**config.mk**
```make
export PLATFORM = sky130hd
export DESIGN_NAME = quadrature_step_decoder_flat
export DESIGN_NICKNAME = d
export VERILOG_FILES = /design/src/rtl/quadrature_step_decoder_pkg.sv /design/src/rtl/quadrature_step_decoder_if.sv /design/src/rtl/quadrature_step_decoder_input_sync_filter.sv /design/src/rtl/quadrature_step_decoder.sv /design/src/flat_wrapper.sv
export SDC_FILE = /design/constraint.sdc
export NUM_CORES = 1
export LEC_CHECK = 0
export ABC_AREA = 1
export ABC_CLOCK_PERIOD_IN_PS = 1500
export CAP_MARGIN = 0
export CELL_PAD_IN_SITES_DETAIL_PLACEMENT = 0
export CELL_PAD_IN_SITES_GLOBAL_PLACEMENT = 1
export CORE_MARGIN = 2
export CORE_UTILIZATION = 37
export DETAILED_ROUTE_END_ITERATION = 10
export GPL_TIMING_DRIVEN = 1
export PLACE_DENSITY_LB_ADDON = 0.1
export SLEW_MARGIN = 15
export SYNTH_ARGS = -nofsm -noshare
export SYNTH_HDL_FRONTEND = slang
export SYNTH_SLANG_ARGS = --single-unit
```
**constraint.sdc**
```tcl
create_clock -name clk -period 1.5 [get_ports clk]
set_input_delay 0.3 -clock clk [delete_from_list [all_inputs] [get_ports clk]]
set_output_delay 0.3 -clock clk [all_outputs]
set_load 0.1 [all_outputs]
```
**src/rtl/quadrature_step_decoder_pkg.sv**
```systemverilog
// Shared encodings for the quadrature step decoder: resolution modes, Gray
// state constants and transition classification helpers.
package quad_dec_pkg;

  typedef enum logic [1:0] {
    MODE_X4   = 2'b00,
    MODE_X2   = 2'b01,
    MODE_X1   = 2'b10,
    MODE_RSVD = 2'b11
  } mode_e;

  typedef enum logic [1:0] {
    TR_NONE    = 2'b00,
    TR_UP      = 2'b01,
    TR_DOWN    = 2'b10,
    TR_ILLEGAL = 2'b11
  } trans_e;

  // Forward rotation visits {A,B} = S0 -> S1 -> S2 -> S3 -> S0.
  localparam logic [1:0] GRAY_S0 = 2'b00;
  localparam logic [1:0] GRAY_S1 = 2'b01;
  localparam logic [1:0] GRAY_S2 = 2'b11;
  localparam logic [1:0] GRAY_S3 = 2'b10;

  localparam int FILT_CNT_W = 4;
  localparam int ERR_CNT_W  = 8;

  function automatic logic [1:0] gray_pos(input logic [1:0] s);
    case (s)
      GRAY_S0: return 2'd0;
      GRAY_S1: return 2'd1;
      GRAY_S2: return 2'd2;
      GRAY_S3: return 2'd3;
      default: return 2'd0;
    endcase
  endfunction

  function automatic trans_e classify(input logic [1:0] prev_s, input logic [1:0] cur_s);
    logic [1:0] delta_s;
    delta_s = gray_pos(cur_s) - gray_pos(prev_s);
    case (delta_s)
      2'd0:    return TR_NONE;
      2'd1:    return TR_UP;
      2'd2:    return TR_ILLEGAL;
      2'd3:    return TR_DOWN;
      default: return TR_NONE;
    endcase
  endfunction

  function automatic logic [ERR_CNT_W-1:0] sat_inc8(input logic [ERR_CNT_W-1:0] v);
    if (v == 8'hFF) begin
      return v;
    end else begin
      return v + 8'd1;
    end
  endfunction

endpackage

```
**src/rtl/quadrature_step_decoder_if.sv**
```systemverilog
// Encoder/control bundle between a host (master) and the decoder (slave).
interface quadrature_step_decoder_if #(
  parameter int WIDTH = 8
);
  logic             enc_a;
  logic             enc_b;
  logic             enc_idx;
  logic [1:0]       mode;
  logic             idx_load_en;
  logic [WIDTH-1:0] idx_val;
  logic             err_clr;
  logic             cnt_enable;
  logic             cnt_up_down;
  logic             cnt_load_en;
  logic [WIDTH-1:0] cnt_load_val;
  logic             ready;
  logic             phase_err;
  logic [7:0]       err_cnt;

  modport master (
    output enc_a, enc_b, enc_idx, mode, idx_load_en, idx_val, err_clr,
    input  cnt_enable, cnt_up_down, cnt_load_en, cnt_load_val, ready, phase_err, err_cnt
  );

  modport slave (
    input  enc_a, enc_b, enc_idx, mode, idx_load_en, idx_val, err_clr,
    output cnt_enable, cnt_up_down, cnt_load_en, cnt_load_val, ready, phase_err, err_cnt
  );
endinterface

```
**src/rtl/quadrature_step_decoder_input_sync_filter.sv**
```systemverilog
// Metastability synchronizer followed by a hold-time filter for one raw
// encoder line; while prime is high the filter follows the synchronizer.
module input_sync_filter
  import quad_dec_pkg::*;
#(
  parameter int SYNC_STAGES = 2,
  parameter int FILTER_LEN  = 4
) (
  input  logic clk,
  input  logic rst_n,
  input  logic raw,
  input  logic prime,
  output logic level
);

  localparam logic [FILT_CNT_W-1:0] CNT_LAST = FILT_CNT_W'(FILTER_LEN - 1);

  logic [SYNC_STAGES-1:0] sync_r;
  logic [FILT_CNT_W-1:0]  cnt_r;
  logic                   level_r;
  logic                   sync_s;

  assign sync_s = sync_r[SYNC_STAGES-1];
  assign level  = level_r;

  // Shift the raw level through the synchronizer chain.
  always_ff @(posedge clk or negedge rst_n) begin
    if (!rst_n) begin
      sync_r <= {SYNC_STAGES{1'b0}};
    end else begin
      sync_r <= {sync_r[SYNC_STAGES-2:0], raw};
    end
  end

  // Accept a new level only after it has differed for FILTER_LEN straight cycles.
  always_ff @(posedge clk or negedge rst_n) begin
    if (!rst_n) begin
      cnt_r   <= {FILT_CNT_W{1'b0}};
      level_r <= 1'b0;
    end else if (prime) begin
      cnt_r   <= {FILT_CNT_W{1'b0}};
      level_r <= sync_s;
    end else if (sync_s == level_r) begin
      cnt_r   <= {FILT_CNT_W{1'b0}};
    end else if (cnt_r == CNT_LAST) begin
      cnt_r   <= {FILT_CNT_W{1'b0}};
      level_r <= sync_s;
    end else begin
      cnt_r   <= cnt_r + 4'd1;
    end
  end

endmodule

```
**src/rtl/quadrature_step_decoder.sv**
```systemverilog
// Quadrature decoder: filters A/B/index, converts Gray transitions into
// single-cycle step/load commands for an external up/down counter.
module quadrature_step_decoder
  import quad_dec_pkg::*;
#(
  parameter int WIDTH       = 8,
  parameter int FILTER_LEN  = 4,
  parameter int SYNC_STAGES = 2
) (
  input logic                      clk,
  input logic                      rst_n,
  quadrature_step_decoder_if.slave bus
);

  localparam int         PRIME_LEN  = SYNC_STAGES + FILTER_LEN + 1;
  localparam logic [4:0] PRIME_DONE = 5'(PRIME_LEN);

  logic [4:0]       prime_cnt_r;
  logic             ready_r;
  logic             priming_s;
  logic             filt_a_s;
  logic             filt_b_s;
  logic             filt_idx_s;
  logic [1:0]       cur_ab_r;
  logic [1:0]       prev_ab_r;
  logic             idx_cur_r;
  logic             idx_prev_r;
  trans_e           tr_s;
  logic             legal_s;
  logic             step_s;
  logic             dir_s;
  logic             err_s;
  logic             load_s;
  logic             cnt_enable_r;
  logic             cnt_load_en_r;
  logic             cnt_up_down_r;
  logic [WIDTH-1:0] cnt_load_val_r;
  logic             phase_err_r;
  logic [7:0]       err_cnt_r;

  assign priming_s = (prime_cnt_r != PRIME_DONE);

  input_sync_filter #(.SYNC_STAGES(SYNC_STAGES), .FILTER_LEN(FILTER_LEN)) u_filt_a (
    .clk(clk), .rst_n(rst_n), .raw(bus.enc_a), .prime(priming_s), .level(filt_a_s)
  );
  input_sync_filter #(.SYNC_STAGES(SYNC_STAGES), .FILTER_LEN(FILTER_LEN)) u_filt_b (
    .clk(clk), .rst_n(rst_n), .raw(bus.enc_b), .prime(priming_s), .level(filt_b_s)
  );
  input_sync_filter #(.SYNC_STAGES(SYNC_STAGES), .FILTER_LEN(FILTER_LEN)) u_filt_idx (
    .clk(clk), .rst_n(rst_n), .raw(bus.enc_idx), .prime(priming_s), .level(filt_idx_s)
  );

  // Count out the prime window after reset release, then raise ready.
  always_ff @(posedge clk or negedge rst_n) begin
    if (!rst_n) begin
      prime_cnt_r <= 5'd0;
      ready_r     <= 1'b0;
    end else if (priming_s) begin
      prime_cnt_r <= prime_cnt_r + 5'd1;
      ready_r     <= (prime_cnt_r == (PRIME_DONE - 5'd1));
    end else begin
      prime_cnt_r <= prime_cnt_r;
      ready_r     <= 1'b1;
    end
  end

  // Snapshot filtered levels; while priming both snapshots track so no edge is seen.
  always_ff @(posedge clk or negedge rst_n) begin
    if (!rst_n) begin
      cur_ab_r   <= 2'b00;
      prev_ab_r  <= 2'b00;
      idx_cur_r  <= 1'b0;
      idx_prev_r <= 1'b0;
    end else if (priming_s) begin
      cur_ab_r   <= {filt_a_s, filt_b_s};
      prev_ab_r  <= {filt_a_s, filt_b_s};
      idx_cur_r  <= filt_idx_s;
      idx_prev_r <= filt_idx_s;
    end else begin
      cur_ab_r   <= {filt_a_s, filt_b_s};
      prev_ab_r  <= cur_ab_r;
      idx_cur_r  <= filt_idx_s;
      idx_prev_r <= idx_cur_r;
    end
  end

  // Decode the snapshot pair into step, direction, error and load requests.
  always_comb begin
    tr_s    = classify(prev_ab_r, cur_ab_r);
    legal_s = (tr_s == TR_UP) || (tr_s == TR_DOWN);
    dir_s   = (tr_s == TR_UP);
    step_s  = 1'b0;
    if (priming_s) begin
      step_s = 1'b0;
    end else begin
      case (mode_e'(bus.mode))
        MODE_X2: step_s = legal_s && (prev_ab_r[1] != cur_ab_r[1]);
        MODE_X1: begin
          step_s = legal_s && !prev_ab_r[1] && cur_ab_r[1];
          dir_s  = cur_ab_r[0];
        end
        default: step_s = legal_s;
      endcase
    end
    err_s  = !priming_s && (tr_s == TR_ILLEGAL);
    load_s = !priming_s && !idx_prev_r && idx_cur_r && bus.idx_load_en;
  end

  // Registered counter commands and error bookkeeping; a load replaces a step.
  always_ff @(posedge clk or negedge rst_n) begin
    if (!rst_n) begin
      cnt_enable_r   <= 1'b0;
      cnt_load_en_r  <= 1'b0;
      cnt_up_down_r  <= 1'b1;
      cnt_load_val_r <= {WIDTH{1'b0}};
      phase_err_r    <= 1'b0;
      err_cnt_r      <= 8'd0;
    end else begin
      cnt_enable_r  <= step_s | load_s;
      cnt_load_en_r <= load_s;
      if (load_s) begin
        cnt_load_val_r <= bus.idx_val;
      end
      if (step_s) begin
        cnt_up_down_r <= dir_s;
      end
      if (err_s) begin
        phase_err_r <= 1'b1;
        err_cnt_r   <= bus.err_clr ? 8'd1 : sat_inc8(err_cnt_r);
      end else if (bus.err_clr) begin
        phase_err_r <= 1'b0;
        err_cnt_r   <= 8'd0;
      end
    end
  end

  assign bus.cnt_enable   = cnt_enable_r;
  assign bus.cnt_load_en  = cnt_load_en_r;
  assign bus.cnt_up_down  = cnt_up_down_r;
  assign bus.cnt_load_val = cnt_load_val_r;
  assign bus.ready        = ready_r;
  assign bus.phase_err    = phase_err_r;
  assign bus.err_cnt      = err_cnt_r;

endmodule

```
**src/flat_wrapper.sv**
```systemverilog
// flat-port wrapper written by rule: the top's interface ports become plain ports
module quadrature_step_decoder_flat import quad_dec_pkg::*;
#(
  parameter int WIDTH       = 8,
  parameter int FILTER_LEN  = 4,
  parameter int SYNC_STAGES = 2
)
  (clk, rst_n, bus_enc_a, bus_enc_b, bus_enc_idx, bus_mode, bus_idx_load_en, bus_idx_val, bus_err_clr, bus_cnt_enable, bus_cnt_up_down, bus_cnt_load_en, bus_cnt_load_val, bus_ready, bus_phase_err, bus_err_cnt);
  quadrature_step_decoder_if #(.WIDTH(WIDTH)) bus_i ();
  input logic clk;
  input logic rst_n;
  input wire logic [$bits(bus_i.enc_a)-1:0] bus_enc_a;
  input wire logic [$bits(bus_i.enc_b)-1:0] bus_enc_b;
  input wire logic [$bits(bus_i.enc_idx)-1:0] bus_enc_idx;
  input wire logic [$bits(bus_i.mode)-1:0] bus_mode;
  input wire logic [$bits(bus_i.idx_load_en)-1:0] bus_idx_load_en;
  input wire logic [$bits(bus_i.idx_val)-1:0] bus_idx_val;
  input wire logic [$bits(bus_i.err_clr)-1:0] bus_err_clr;
  output wire logic [$bits(bus_i.cnt_enable)-1:0] bus_cnt_enable;
  output wire logic [$bits(bus_i.cnt_up_down)-1:0] bus_cnt_up_down;
  output wire logic [$bits(bus_i.cnt_load_en)-1:0] bus_cnt_load_en;
  output wire logic [$bits(bus_i.cnt_load_val)-1:0] bus_cnt_load_val;
  output wire logic [$bits(bus_i.ready)-1:0] bus_ready;
  output wire logic [$bits(bus_i.phase_err)-1:0] bus_phase_err;
  output wire logic [$bits(bus_i.err_cnt)-1:0] bus_err_cnt;
  assign bus_i.enc_a = bus_enc_a;
  assign bus_i.enc_b = bus_enc_b;
  assign bus_i.enc_idx = bus_enc_idx;
  assign bus_i.mode = bus_mode;
  assign bus_i.idx_load_en = bus_idx_load_en;
  assign bus_i.idx_val = bus_idx_val;
  assign bus_i.err_clr = bus_err_clr;
  assign bus_cnt_enable = bus_i.cnt_enable;
  assign bus_cnt_up_down = bus_i.cnt_up_down;
  assign bus_cnt_load_en = bus_i.cnt_load_en;
  assign bus_cnt_load_val = bus_i.cnt_load_val;
  assign bus_ready = bus_i.ready;
  assign bus_phase_err = bus_i.phase_err;
  assign bus_err_cnt = bus_i.err_cnt;
  quadrature_step_decoder #(.WIDTH(WIDTH), .FILTER_LEN(FILTER_LEN), .SYNC_STAGES(SYNC_STAGES)) u_core (.clk(clk), .rst_n(rst_n), .bus(bus_i));
endmodule
```
==> flow_metrics.py <==
metrics = {
    "status": {
        "outcome": "complete, but fails checks",
        "violations": "setup timing",
    },
    "synthesis": {
        "yosysSeqAreaShare_pct": 52.7,
        "synth-seq-cells": 53,
        "synth_cell_types": 28,
        "syn_inst": 266,
        "synth_area_um2": 2520,
        "synth_top_area_share_pct": 51.7,
        "synth_edf_count": 0,
        "synth_area_leaders": "dfrtp_1 (52%), nand2_1 (10%), ha_1 (7.5%), nand3_1 (4.8%), nor2_1 (4.0%)",
        "syn_avg_cell_area_um2": 9.46,
        "synthTopCellsByCount": "nand2_1 (67), dfrtp_1 (52), nor2_1 (27)",
        "syn_nets": 298,
        "async_reset_ff_share_pct": 100,
        "synthFlopType": "dfrtp_1",
        "synth-warning-count": 0,
        "yosysTopAreaCell": "dfrtp_1",
        "yosysMostFrequentCell": "nand2_1",
    },
    "grt": {
        "grt_pass1_wl_um": 9070,
        "grt_overflow": 0,
        "grt_antenna_before_repair": 0,
        "grt_pass1_vias": 2036,
        "grt.total_usage_pct": 15.5,
        "grt_max_degree": 54,
    },
    "flow_run": {
        "maxCapViolCount": 0,
    },
    "timing": {
        "final_max_slew_viol_count": 0,
        "timing.final.ws_setup_ns": -0.147,
        "whs_ns": 0.357,
        "timing.setup.tns_ns": -0.998,
        "rsz0062_at_grt": "yes",
        "clock.fmax_mhz": 607,
        "min_period_ns": 1.65,
        "tightestPinTransition_ns": 0.363,
        "hold_viol": 0,
        "fin_crit_sh_pct": 110,
        "clock_skew_ns": 0.00939,
        "finalSetupViolations": 10,
        "max-slew-margin-rel_pct": 75.8,
    },
    "power": {
        "switching_power_mw": 3.98,
        "peakVddDrop_mv": 1.47,
        "p_leak_nw": 1.78,
        "seqPwrFrac_pct": 26.0,
        "switching_share_pct": 47.0,
        "power.internal_mw": 4.48,
        "p_clk_share_pct": 10.4,
        "powerDensity_nw_per_um2": 2250,
        "pwr-share-comb_pct": 63.7,
    },
    "critical_path": {
        "max_stage_delay_ns": 0.37,
        "critPathLaunchType": "flip-flop",
        "required_ns": 1.76,
        "critical_path_class": "reg2reg",
        "cp-end-kind": "flip-flop",
        "crit_fanout": 5,
        "cp_cell_sequence": "inv_2, ha_4, inv_2, ha_4, inv_4, nor2_8, nand3_4, nand2_4, nand2_1, nand2_1",
        "critPathArrivalTime_ns": 1.90,
        "crit_slowest_cell": "dfrtp_1",
    },
    "clocking": {
        "cts_root_buf": "clkbuf_8",
        "clk_path_buf_depth": 2,
        "cts_tree": "done",
        "ctsHtreeMaxLevel": 2,
        "cts_buffers": 5,
        "post_cts_buffers": 0,
        "clkLatencyLatePin_ns": 0.31,
        "clock_sinks": 53,
        "clkTransAtPathRegs_ns": 0.11,
    },
    "layout": {
        "final_util_pct": 56.4,
        "nets": 376,
        "drive_gt1_share_pct": 35.4,
        "regArea_um2": 1350,
        "syn_to_final_growth_pct": 49.6,
        "fin_cells": 425,
        "fillers": 593,
        "diodes": 0,
        "multiInputGateArea_um2": 1240,
    },
    "die": {
        "initial_core_util_pct": 37.7,
        "dieArea_um2": 7480,
        "core_um2": 6680,
        "fp.dieW_um": 86.5,
        "rows": 30,
        "die_y_um": 86.5,
        "ios": 38,
    },
    "placed_design": {
        "dp_cells": 414,
        "post-dp-hpwl_um": 3650,
        "gp_congestion": 0.761,
        "io_buffers": 37,
    },
    "routing": {
        "drt_iter0_markers": 54,
        "drtPass1Iterations": 5,
        "vias_per_cell": 4.61,
        "route.detailed.drc": 0,
        "vias": 1959,
        "wl_um": 5100,
        "ant_nets": 0,
        "wl_per_cell_um": 12.0,
    },
    "hold_path": {
        "hold_path.class": "reg2reg",
    },
}
-- power groups by stage --
stage | clock network [mW] | registers, mW | logic (mW)
detailed placement | 0 | 2.22 | 4.79
floorplan | 0 | 3.26 | 1.86
CTS | 0.916 | 2.20 | 5.25
global placement | 0 | 2.21 | 4.77
finish | 0.877 | 2.20 | 5.39
global route | 0.976 | 2.25 | 5.84
-- kinds of logic after synthesis --
logic type	synth area share (%)
mux	0.895
buf+inv	4.87
simple gates	25.1
fa+ha+maj	7.46
xor+xnor	5.22
flops	52.7
compound gates	3.68
-- layer usage --
metal	GRT usage, %	part of all wire (%)	vias up
li1	-	-	1008
met1	20.1	45	923
met2	25.9	51	22
met3	3.24	2.5	6
met4	4.97	1.1	0
met5	0	0	-
-- area by class of cell --
type | count | share of cell area [%]
Clock buffer | 5 | 1.83
Clock inverter | 3 | 0.764
Inverter | 26 | 2.86
Multi-Input combinational cell | 184 | 33.0
Sequential cell | 53 | 35.7
Tap cell | 80 | 2.66
Timing Repair Buffer | 73 | 23.1
Timing Repair inverter | 1 | 0.133
-- worst paths after layout --
kind	end	start	slack (ns)	cells after the start
setup reg to reg	u_core.bus.err_cnt[7]$_DFFE_PN0P_	u_core.cur_ab_r[0]$_DFF_PN0_	-0.15	10
max in group asynchronous	u_core.bus.cnt_up_down$_DFFE_PN1P_	rst_n	0.71	3
hold reg to reg	u_core.u_filt_a.sync_r[1]$_DFF_PN0_	u_core.u_filt_a.sync_r[0]$_DFF_PN0_	0.36	0
min in group asynchronous	u_core.prime_cnt_r[2]$_DFFE_PN0N_	rst_n	0.49	3
setup / recovery	u_core.bus.err_cnt[7]$_DFFE_PN0P_	u_core.cur_ab_r[0]$_DFF_PN0_	-0.15	10
hold / removal	u_core.u_filt_a.sync_r[1]$_DFF_PN0_	u_core.u_filt_a.sync_r[0]$_DFF_PN0_	0.36	0
-- stage by stage --
step                area [um^2]  total power [mW]  setup slack [ns]
detailed placement         3560              7.01            -0.164
global placement           3560              6.98            -0.140
global route               3770              9.07            -0.250
floorplan                  2640              5.12            -0.116
CTS                        3710              8.36            -0.128
finish                     3770              8.46            -0.147
-- critical path: cells and delay by family (launching register included) --
family	cells	cell delay [ns]
adder cells (fa/ha/maj)	2	0.54
AND/OR/NAND/NOR	5	0.55
buffers and inverters	3	0.14
flip-flops	1	0.37
-- sequential cells by signal (all words and copies together) (netlist names), 2 cells and up --
register / cells
u_core.bus.cnt_load_val: 8
u_core.bus.err_cnt: 8
u_core.prime_cnt_r: 5
u_core.u_filt_a.cnt_r: 4
u_core.u_filt_b.cnt_r: 4
u_core.u_filt_idx.cnt_r: 4
u_core.cur_ab_r: 2
u_core.prev_ab_r: 2
u_core.u_filt_a.sync_r: 2
u_core.u_filt_b.sync_r: 2
u_core.u_filt_idx.sync_r: 2
-- layout by cell type (no fill, tap or decap), types with 2 or more instances in the layout --
cell	n
nand2_2	8
dfrtp_2	5
mux2_2	2
clkinv_4	2
inv_1	17
nand3_4	3
dfrtp_4	3
inv_2	6
nand3_1	13
dfrtp_1	44
buf_4	32
buf_6	2
clkbuf_8	5
buf_12	22
o21ai_0	6
nand3_2	11
nand2_4	3
nor2_2	2
o2111ai_1	3
nand2_1	62
nor2_1	25
xnor2_1	8
or2_1	3
ha_4	4
xor2_1	7
clkdlybuf4s50_1	15
nor3b_1	4
inv_4	2
ha_1	10
-- timing repair --
item	in CTS	in global routing
endpoints found under the setup margin	19	28
cloned	1	1
pin swaps	5	11
hold endpoints to repair	52	0
hold buffers	1	0
gates resized for setup	10	15
No activity file was read; power rests on OpenSTA's default activity.
